$ cat config.mk
export PLATFORM = sky130hd
export DESIGN_NAME = p20_parallax_scroll_flat
export DESIGN_NICKNAME = d
export VERILOG_FILES = /design/src/rtl/p20_parallax_scroll_if.sv /design/src/rtl/p20_parallax_scroll.sv /design/src/flat_wrapper.sv
export SDC_FILE = /design/constraint.sdc
export NUM_CORES = 1
export LEC_CHECK = 0
export CAP_MARGIN = 25
export CORE_MARGIN = 4
export CORE_UTILIZATION = 52
export DETAILED_ROUTE_END_ITERATION = 16
export MAX_ROUTING_LAYER = met4
export PLACE_DENSITY_LB_ADDON = 0.08
export SLEW_MARGIN = 20
export SYNTH_ARGS = -nofsm -noshare
export SYNTH_HDL_FRONTEND = slang
export SYNTH_SLANG_ARGS = --single-unit
$ cat constraint.sdc
create_clock -name clk -period 4.46 [get_ports clk]
set_input_delay 0.669 -clock clk [delete_from_list [all_inputs] [get_ports clk]]
set_output_delay 0.669 -clock clk [all_outputs]
set_load 0.03 [all_outputs]
$ cat src/rtl/p20_parallax_scroll_if.sv
// Controller/renderer bundle for the parallax scroll-timing generator.
// The master side drives halt and speed/step settings; the slave side returns positions and timing.
interface p20_parallax_scroll_if #(
    parameter int unsigned LAYERS = 3,
    parameter int unsigned POS_W  = 11
);
    logic                      halt;
    logic [7:0]                speed_change;
    logic [7:0]                move_amt;
    logic [LAYERS*POS_W-1:0]   pos;
    logic [23:0]               speed;
    logic                      tick;
    logic [15:0]               distance;

    modport master (
        output halt, speed_change, move_amt,
        input  pos, speed, tick, distance
    );

    modport slave (
        input  halt, speed_change, move_amt,
        output pos, speed, tick, distance
    );
endinterface

$ cat src/rtl/p20_parallax_scroll.sv
// Multi-layer parallax scroll engine: shared accelerating tick timer, per-layer wrapped positions, distance counter.
// Macro P20_SCROLL_ACCEL_EN enables the tick-period speed-up; when undefined the period stays at INITIAL_TICK.
module p20_parallax_scroll #(
    parameter int unsigned LAYERS       = 3,
    parameter int unsigned POS_W        = 11,
    parameter int unsigned CTR_W        = 18,
    parameter int unsigned INITIAL_TICK = 250000,
    parameter int unsigned MIN_TICK     = 50000,
    parameter int unsigned WRAP         = 1280
) (
    input  logic clk,
    input  logic sys_rst,
    input  logic game_rst,
    p20_parallax_scroll_if.slave bus
);
    localparam int unsigned SUM_W  = POS_W + 1;
    localparam int unsigned DIST_W = 16;

    logic                rst_c;
    logic                tick_evt_c;
    logic [CTR_W-1:0]    cnt_q, cnt_d;
    logic [CTR_W-1:0]    period_c;
    logic                tick_q, tick_d;
    logic [DIST_W-1:0]   dist_q, dist_d;
    logic [POS_W-1:0]    pos_q [LAYERS];
    logic [POS_W-1:0]    pos_d [LAYERS];

    assign rst_c      = sys_rst | game_rst;
    assign tick_evt_c = !bus.halt && (cnt_q >= period_c);

`ifdef P20_SCROLL_ACCEL_EN
    logic [CTR_W-1:0] period_q, period_d;
    logic [CTR_W:0]   period_diff_c;

    assign period_c      = period_q;
    assign period_diff_c = {1'b0, period_q} - (CTR_W+1)'(bus.speed_change);

    // Borrow out of the wide subtraction means the result went negative.
    always_comb begin
        period_d = period_q;
        if (tick_evt_c) begin
            if (period_diff_c[CTR_W] || (period_diff_c < (CTR_W+1)'(MIN_TICK)))
                period_d = CTR_W'(MIN_TICK);
            else
                period_d = period_diff_c[CTR_W-1:0];
        end
    end

    always_ff @(posedge clk) begin
        if (rst_c) period_q <= CTR_W'(INITIAL_TICK);
        else       period_q <= period_d;
    end
`else
    logic [7:0] unused_speed_change;

    assign period_c            = CTR_W'(INITIAL_TICK);
    assign unused_speed_change = bus.speed_change;
`endif

    // Counter, tick pulse and saturating distance.
    always_comb begin
        cnt_d  = cnt_q;
        tick_d = 1'b0;
        dist_d = dist_q;
        if (!bus.halt) begin
            if (tick_evt_c) begin
                cnt_d  = '0;
                tick_d = 1'b1;
                if (dist_q != {DIST_W{1'b1}})
                    dist_d = dist_q + DIST_W'(1);
            end else begin
                cnt_d = cnt_q + CTR_W'(1);
            end
        end
    end

    // Each layer steps by move_amt >> l; one subtraction wraps because steps never exceed WRAP.
    for (genvar l = 0; l < LAYERS; l++) begin : g_layer
        logic [SUM_W-1:0] step_c;
        logic [SUM_W-1:0] sum_c;

        if (l < 8) begin : g_step
            assign step_c = SUM_W'(bus.move_amt >> l);
        end else begin : g_nostep
            assign step_c = '0;
        end

        assign sum_c = {1'b0, pos_q[l]} + step_c;

        always_comb begin
            pos_d[l] = pos_q[l];
            if (tick_evt_c) begin
                if (sum_c >= SUM_W'(WRAP))
                    pos_d[l] = POS_W'(sum_c - SUM_W'(WRAP));
                else
                    pos_d[l] = sum_c[POS_W-1:0];
            end
        end

        always_ff @(posedge clk) begin
            if (rst_c) pos_q[l] <= '0;
            else       pos_q[l] <= pos_d[l];
        end

        assign bus.pos[l*POS_W +: POS_W] = pos_q[l];
    end

    always_ff @(posedge clk) begin
        if (rst_c) begin
            cnt_q  <= '0;
            tick_q <= 1'b0;
            dist_q <= '0;
        end else begin
            cnt_q  <= cnt_d;
            tick_q <= tick_d;
            dist_q <= dist_d;
        end
    end

    assign bus.tick     = tick_q;
    assign bus.distance = dist_q;
    assign bus.speed    = 24'(period_c);
endmodule

$ cat src/flat_wrapper.sv
// flat-port wrapper written by rule: the top's interface ports become plain ports
module p20_parallax_scroll_flat 
#(
    parameter int unsigned LAYERS       = 3,
    parameter int unsigned POS_W        = 11,
    parameter int unsigned CTR_W        = 18,
    parameter int unsigned INITIAL_TICK = 250000,
    parameter int unsigned MIN_TICK     = 50000,
    parameter int unsigned WRAP         = 1280
)
  (clk, sys_rst, game_rst, bus_halt, bus_speed_change, bus_move_amt, bus_pos, bus_speed, bus_tick, bus_distance);
  p20_parallax_scroll_if #(.LAYERS(LAYERS), .POS_W(POS_W)) bus_i ();
  input  logic clk;
  input  logic sys_rst;
  input  logic game_rst;
  input wire logic [$bits(bus_i.halt)-1:0] bus_halt;
  input wire logic [$bits(bus_i.speed_change)-1:0] bus_speed_change;
  input wire logic [$bits(bus_i.move_amt)-1:0] bus_move_amt;
  output wire logic [$bits(bus_i.pos)-1:0] bus_pos;
  output wire logic [$bits(bus_i.speed)-1:0] bus_speed;
  output wire logic [$bits(bus_i.tick)-1:0] bus_tick;
  output wire logic [$bits(bus_i.distance)-1:0] bus_distance;
  assign bus_i.halt = bus_halt;
  assign bus_i.speed_change = bus_speed_change;
  assign bus_i.move_amt = bus_move_amt;
  assign bus_pos = bus_i.pos;
  assign bus_speed = bus_i.speed;
  assign bus_tick = bus_i.tick;
  assign bus_distance = bus_i.distance;
  p20_parallax_scroll #(.LAYERS(LAYERS), .POS_W(POS_W), .CTR_W(CTR_W), .INITIAL_TICK(INITIAL_TICK), .MIN_TICK(MIN_TICK), .WRAP(WRAP)) u_core (.clk(clk), .sys_rst(sys_rst), .game_rst(game_rst), .bus(bus_i));
endmodule
### Word-level counts from Yosys, hierarchy flattened

Memories as Yosys holds them, arrays and structs flattened.
Index checks and enable logic that the tools add are counted.

| word-level totals | value |
|---|---|
| register bits | 35 |
| memory bits (writable) | 33 |
| memories | 1 |
| word-level logic and storage cells | 40 |
| bits of input ports | 20 |
| output and inout bits | 74 |

Memories:

| name | words | width | rd ports | clocked after memory_dff | write ports | RTL line | text |
|---|---|---|---|---|---|---|---|
| u_core.pos_q | 3 | 11 | 3 | 0 | 3 | p20_parallax_scroll.sv:25 | `logic [POS_W-1:0] pos_q [LAYERS];` |

| operators by class | value |
|---|---|
| add/sub/neg operators | 8 |
| eq/ne operators | 1 |
| muxes and demuxes | 14 |
| reductions and logical operators | 4 |
| bitwise logic cells | 5 |
| $lt $le $gt $ge | 4 |

Operators by type and width:

| operator | count |
|---|---|
| $mux 11 | 9 |
| $ge 12x11->1 const B | 3 |
| $sub 11x11->11 const B | 3 |
| $add 18x1->18 const B | 1 |
| $ge 18x18->1 const B | 1 |
| $mux 18 | 1 |
| $add 16x1->16 const B | 1 |
| $ne 16x16->1 const B | 1 |
| $add 11x6->12 | 1 |
| $add 11x7->12 | 1 |
| $add 11x8->12 | 1 |
| $mux 1 | 4 |
| $or 1x1->1 | 4 |
| $reduce_and 3->1 | 1 |
| $reduce_or 2->1 | 1 |
| $logic_and 1x1->1 | 1 |
| $logic_not 1->1 | 1 |
| $not 1->1 | 1 |

### Depth between registers and ports, before layout

Gate-level depths: netlist of run 1.
An unclocked memory read counts as a cell.

| logic depth | value |
|---|---|
| depth after elaboration | 6 |
| mapped depth | 16 |
| gate-level depth less buffers | 15 |

### Worst setup path before layout of run 1

Ideal clock, no wire load.

| path | value |
|---|---|
| path type | input to register |
| from | in bus_move_amt[1] |
| to | mem u_core.pos_q[1][9] |
| stages | 15 |
| library setup time | 0.122 ns |
| path slack | 0.346 ns |
| arrival | 3.993 ns |
| cell sequence | ha_1 > fa_1 > a211oi_2 > o21ai_0 > a31oi_1 > nand2b_1 > xnor2_1 > ha_1 > nand3_1 > or4_1 > o41a_1 > o31ai_2 > a41o_2 > a2bb2oi_2 > a31oi_1 |

RTL lines:

| what | RTL line | text |
|---|---|---|
| from (decl) | flat_wrapper.sv:18 | `input wire logic [$bits(bus_i.move_amt)-1:0] bus_move_amt;` |
| to (decl) | p20_parallax_scroll.sv:25 |  |

==> metrics.txt, run 1 <==
DP Worst Slack -0.380 ns; CP endpoint kind flip-flop; htree depth 3; Total Routing Usage GR 22.0%; DRC viols 0; final hold slack 0.480 ns; Multi-input gate area 2920 um2; Post-Synthesis Cells 555; Max VDD drop 0.000168 V; final critical-path required period 4.29 ns; commonest non-fill, non-tap cells in the layout nand2_1 (73), dfxtp_1 (68), clkdlybuf4s50_1 (60); root buf cell clkbuf_8; Cell Pwr Density 222 nW/um2; first-pass GRT wire length 17900 um; Core ar. 8260 um2; Mean Syn Cell Area 8.02 um2; Worst Tran Pin Value 0.804 ns; FF/Latch Area 1360 um2; worst-case clock buffer depth 2; fin worst setup slack 0.168 ns; initial antenna violation count 0; Most used DFF post-synth dfxtp_1; Crit Path Class primary input to flip-flop; synth warn 0; IO Port Bufs 61; Max-slew headroom 46.0%; die area 10100 um2; GPL Wtd Cong 0.848; clock sink count 68; vias in the first global route 3934; HP Class flip-flop to flip-flop; Leakage 2.11 nW; CP Data Required Time 4.67 ns; share of cells above drive strength 1 14.2%; number of core rows 33; final worst-path cycle share 96.2%; fraction of registers with async set/reset 0%; # hold bufs at CTS 0; Initial Utilization 53.9%; Maximum Capacitance Violations 0; Setup crit start kind primary input; Synth Register Bits 68; drt total wl 10800 um; critical path arrival 4.50 ns; Netlist cell types 68; Clock transition at path regs 0.08 ns; post-DR vias/cell 5.42; outcome completed; Post-Syn Area 4450 um2; Nets 701; number of flops mapped to enable cells by yosys 0; Slew Viols, Final 0; Seq/Total Area, Yosys 30.6%; Worst Clk Skew 0.00786 ns; most common cell after layout, fill and taps aside nand2_1; final setup violating endpoints 0; ANT cells 0; drt pass-1 iters 4; maximum clock rate 0.233 GHz; Clock Latency Late Sink 0.34 ns; ANT nets after route 0; die extent in y 101 um; final hold violations 0; I/O pin count 94; # fillers 701; Syn-to-layout area delta 26.3%; Final HPWL DP 7670 um; total CTS buffers 9; DR iter-0 viols 185; total grt overflow 0; critical path peak fanout 4; largest net degree at the start of global routing 52; TritonCTS clock tree yes; wire per inst 14.2 um; die width 101 um; Via Count 4112
==> routing by layer <==
metal	vias to the layer above	track usage (%)	wire length, um
met2	100	37.5	5330
met3	16	4.08	597
met1	1919	26.6	4660
li1	2077	-	-
met5	-	-	0
met4	0	6.42	165
==> synthesized netlist by cell type, drive strengths merged (3+ instances only) <==
| master | number | area, um2 |
|---|---|---|
| nand2 | 73 | 274 |
| dfxtp | 68 | 1360 |
| nor2 | 57 | 214 |
| a21oi | 45 | 233 |
| ha | 30 | 375 |
| buf | 29 | 211 |
| xor2 | 29 | 254 |
| o21ai | 27 | 135 |
| nand3 | 24 | 125 |
| xnor2 | 21 | 184 |
| clkbuf | 15 | 76.3 |
| nor3 | 14 | 70.1 |
| or3 | 13 | 81.3 |
| inv | 12 | 45.0 |
| a211oi | 7 | 62.6 |
| a31oi | 7 | 43.8 |
| and3 | 7 | 43.8 |
| a21o | 6 | 47.6 |
| nand2b | 5 | 31.3 |
| nand4 | 5 | 31.3 |
| or4 | 4 | 32.5 |
| fa | 3 | 60.1 |
| mux2i | 3 | 30.0 |
| nor4 | 3 | 18.8 |
| o21bai | 3 | 22.5 |
| or2 | 3 | 18.8 |
| or2b | 3 | 25.0 |
==> final timing paths <==
check / cells after the start / endpoint / slack, ns / startpoint
setup / recovery: 16 / u_core.pos_q[1][9]$_SDFFE_PP0P_ / 0.17 / bus_move_amt[1]
hold / removal: 2 / u_core.cnt_q[17]$_SDFFE_PP0N_ / 0.48 / u_core.cnt_q[17]$_SDFFE_PP0N_
setup reg to reg: 15 / u_core.pos_q[0][8]$_SDFFE_PP0P_ / 0.60 / u_core.pos_q[0][0]$_SDFFE_PP0P_
hold reg to reg: 2 / u_core.cnt_q[17]$_SDFFE_PP0N_ / 0.48 / u_core.cnt_q[17]$_SDFFE_PP0N_
==> metrics by stage <==
| stage | cells | total power, mW | setup TNS (ns) | utilization [%] | area (um2) |
|---|---|---|---|---|---|
| 2_1_floorplan | 577 | 0.704 | 0 | - | 4530 |
| 3_3_place_gp | 739 | 0.719 | -1.00 | 64.1 | 5290 |
| 3_5_place_dp | 739 | 0.720 | -1.34 | 64.1 | 5290 |
| 4_1_cts | 755 | 1.25 | 0 | 66.7 | 5510 |
| 5_1_grt | 758 | 1.30 | -0.00469 | 68.1 | 5620 |
| 6_report | 758 | 1.25 | 0 | 68.1 | 5620 |
==> critical path: stages <==
cell	delay, ns
clkdlybuf4s50_1	0.44
ha_2	0.21
fa_2	0.42
a211oi_4	0.30
o21ai_1	0.11
a31oi_1	0.22
nand2b_4	0.18
xnor2_2	0.13
ha_2	0.20
nand3_1	0.05
or4_1	0.52
o41a_1	0.37
o31ai_2	0.20
a41o_2	0.27
a2bb2oi_2	0.13
a31oi_1	0.08
==> kinds of logic (layout without fill, tap and decap cells) <==
kind of cell,count (synthesis),after routing,share of synthesized area (%)
fa+ha+maj,33,33,9.78
mux,4,4,0.927
buf+inv,56,132,7.48
simple gates,222,222,23.7
xor+xnor,50,50,9.84
flops,68,68,30.6
other cells,2,24,0.169
compound gates,120,120,17.6
==> sequential cells by signal, indices dropped and copies added, names as in the netlist <==
name	cells
u_core.bus.distance	16
u_core.cnt_q	18
u_core.bus.tick	1
u_core.pos_q	33
==> timing repair <==
action,in CTS,in global routing
gates cloned,0,0
resized for setup,1,17
setup endpoints to repair,1,6
buffers inserted,0,2
pin swaps,0,7
==> cell type report <==
class	count	share of cell area (%)
inverters	12	0.801
repair buffers	104	17.0
clock buffers	11	2.69
flip-flops and latches	68	24.2
well taps	105	2.34
multi-input cells	453	51.9
clock inverters	5	1.07
==> power breakdown <==
part	switching (mW)	total (mW)	internal, mW
combinational	0.0688	0.103	0.0347
clock	0.246	0.536	0.290
sequential	0.000783	0.608	0.607
total	0.315	1.25	0.931
Note: power is estimated with default switching activity, not from simulation.
==> inputs of run 2 (changes only) <==
--- a/config.mk
+++ b/config.mk
@@ -7,8 +7,9 @@
 export LEC_CHECK = 0
 export CAP_MARGIN = 25
 export CORE_MARGIN = 4
-export CORE_UTILIZATION = 52
+export CORE_UTILIZATION = 50
 export DETAILED_ROUTE_END_ITERATION = 16
+export HOLD_SLACK_MARGIN = 0.08
 export MAX_ROUTING_LAYER = met4
 export PLACE_DENSITY_LB_ADDON = 0.08
 export SLEW_MARGIN = 20
==> metrics.txt, run 2 (synthesis gave the netlist of run 1 again) <==
largest stage delay on the critical path 0.47 ns (was 0.52 ns); Worst R2R End u_core.pos_q[0][8]$_SDFFE_PP0P_ (unchanged); vias in the first global route 4084 (was 3934); CP Cell Sequence clkdlybuf4s50_1, buf_4, ha_1, a21o_1, a21oi_1, o21ai_0, a31o_2, and4_1, xnor2_2, ha_1, nand4_1, a311o_1, a211o_1, o21a_1, a2111oi_0, o21ai_1, mux2i_1 (was clkdlybuf4s50_1, ha_2, fa_2, a211oi_4, o21ai_1, a31oi_1, nand2b_4, xnor2_2, ha_2, nand3_1, or4_1, o41a_1, o31ai_2, a41o_2, a2bb2oi_2, a31oi_1); # fillers 766 (was 701); drt pass-1 iters 4 (unchanged); slowest cell on the critical path clkdlybuf4s50_1 (was or4_1); CP Data Required Time 4.69 ns (was 4.67 ns); initial antenna violation count 0 (unchanged); non-filler cells, final 761 (was 758); Most flops, register u_core.pos_q (unchanged); Initial Utilization 51.3% (was 53.9%); die area 10500 um2 (was 10100 um2); Fin Setup TNS 0 ns (unchanged); ANT cells 0 (unchanged); max reg flops 33 (unchanged); Worst Tran Pin Value 0.664 ns (was 0.804 ns); critical path arrival 4.49 ns (was 4.50 ns); Nets 701 (unchanged); final setup violating endpoints 0 (unchanged); flop2flop setup slack 0.66 ns (was 0.60 ns); fin area 5580 um2 (was 5620 um2); Total Routing Usage GR 21.9% (was 22.0%); Max-slew headroom 55.5% (was 46.0%); die extent in y 102 um (was 101 um); die width 102 um (was 101 um); CP endpoint kind flip-flop (unchanged); Clock transition at path regs 0.08 ns (about the same); wire per inst 14.1 um (was 14.2 um); first-pass GRT wire length 18100 um (was 17900 um); r2r startpoint u_core.pos_q[0][0]$_SDFFE_PP0P_ (unchanged); Max VDD drop 0.000150 V (was 0.000168 V); Core ar. 8680 um2 (was 8260 um2); clock sink count 68 (unchanged); IO Port Bufs 61 (unchanged); Worst Clk Skew 0.00890 ns (was 0.00786 ns); Crit Path Class primary input to flip-flop (unchanged); total grt overflow 0 (unchanged); Final HPWL DP 7840 um (was 7670 um); worst path bufs/invs 2 (was 1); DR iter-0 viols 147 (was 185); hold path startpoint u_core.pos_q[1][6]$_SDFFE_PP0P_ (was u_core.cnt_q[17]$_SDFFE_PP0N_); CP most frequent cell ha_1; Maximum Capacitance Violations 0 (unchanged); placed cells 742 (was 739); TritonCTS clock tree yes (unchanged); outcome completed (unchanged); final hold slack 0.477 ns (was 0.480 ns); worst-case clock buffer depth 2 (unchanged); Slew Viols, Final 0 (unchanged); ANT nets after route 0 (unchanged); maximum clock rate 0.235 GHz (was 0.233 GHz); I/O pin count 94 (unchanged); cell depth of the worst flop-to-flop path 15 (unchanged); largest net degree at the start of global routing 52 (unchanged); Via Count 4175 (was 4112); Leakage 2.09 nW (was 2.11 nW); DRC viols 0 (unchanged); post-DR vias/cell 5.49 (was 5.42); Post-DP Area 5300 um2 (was 5290 um2); total CTS buffers 9 (unchanged); most common cell after layout, fill and taps aside nand2_1 (unchanged); drt total wl 10700 um (was 10800 um); HP Class flip-flop to flip-flop (unchanged); final hold violations 0 (unchanged); root buf cell clkbuf_8 (unchanged); Clock Latency Late Sink 0.34 ns (about the same); # hold bufs at CTS 0 (unchanged); final worst-path cycle share 95.5% (was 96.2%); Cell Pwr Density 220 nW/um2 (was 222 nW/um2); worst hold path endpoint u_core.pos_q[1][6]$_SDFFE_PP0P_ (was u_core.cnt_q[17]$_SDFFE_PP0N_); htree depth 3 (unchanged); GPL Wtd Cong 0.830 (was 0.848); Worst path top cell family by delay compound AO/OA/AOI/OAI gates (unchanged); hold depth 2 (unchanged); Syn-to-layout area delta 25.4% (was 26.3%); critical path peak fanout 3 (was 4); Setup crit start kind primary input (unchanged); final critical-path required period 4.26 ns (was 4.29 ns); share of cells above drive strength 1 13.9% (was 14.2%); number of core rows 34 (was 33); commonest non-fill, non-tap cells in the layout nand2_1 (73), dfxtp_1 (68), clkdlybuf4s50_1 (60) (unchanged)
## run 2: cell count changes in the layout (fill, tap and decap cells not counted), sizes merged
cell / previous run / this run
clkinv: 3 / 1
clkinvlp: 1 / 3
## run 2: power by group
| group | internal [mW] | switching [mW] |
|---|---|---|
| clock network | 0.274 | 0.244 |
| registers | 0.607 | 0.000871 |
| logic | 0.0338 | 0.0680 |
## run 2: area by class of cell
type | instances | area [um2] | area share, %
multi-input combinational | 453 | 2890 | 51.8
sequential | 68 | 1360 | 24.4
timing repair buffer | 104 | 948 | 17.0
clock buffer | 11 | 141 | 2.53
tap | 108 | 135 | 2.42
clock inverter | 5 | 61.3 | 1.10
inverter | 12 | 45.0 | 0.807
## run 2: timing repair
item,CTS,global route
pin swaps,0,7
endpoints found under the setup margin,1,5
setup buffers,0,2
gates resized for setup,1,11
## run 2: worst max path at each step
stage | from | endpoint | slack (ns) | cells past startpoint
after floorplan | bus_move_amt[1] | u_core.pos_q[1][9]$_SDFFE_PP0P_ | 0.35 | 15
after global placement | bus_move_amt[2] | u_core.pos_q[1][9]$_SDFFE_PP0P_ | -0.27 | 16
after detailed placement | bus_move_amt[2] | u_core.pos_q[1][9]$_SDFFE_PP0P_ | -0.36 | 16
after CTS | bus_move_amt[1] | u_core.pos_q[1][9]$_SDFFE_PP0P_ | 0.02 | 16
after global routing | bus_move_amt[4] | u_core.pos_q[1][9]$_SDFFE_PP0P_ | -0.02 | 16
final | bus_move_amt[3] | u_core.pos_q[2][8]$_SDFFE_PP0P_ | 0.20 | 17
## run 2: tightest hold or removal path, cell delays in order, from the launching register on
cell     delay [ns]
dfxtp_1        0.33
nand2_1        0.06
a21oi_1        0.05
## run 2: stage by stage
| stage | util [%] | setup slack (ns) | power, mW |
|---|---|---|---|
| final | 64.3 | 0.200 | 1.23 |
| after global routing | 64.3 | -0.0195 | 1.28 |
| after CTS | 63.4 | 0.0161 | 1.24 |
| after detailed placement | 61.0 | -0.358 | 0.720 |
| after global placement | 61.0 | -0.267 | 0.719 |
| after floorplan | - | 0.346 | 0.704 |
## run 2: layer usage
| layer | wire [um] | global-route usage, % | part of all wire, % | vias to the layer above |
|---|---|---|---|---|
| met4 | 207 | 7.77 | 1.9 | 0 |
| met1 | 4810 | 25.9 | 45 | 1977 |
| li1 | - | - | - | 2083 |
| met5 | 0 | - | 0 | - |
| met2 | 5150 | 37.1 | 48 | 98 |
| met3 | 557 | 3.89 | 5.2 | 17 |
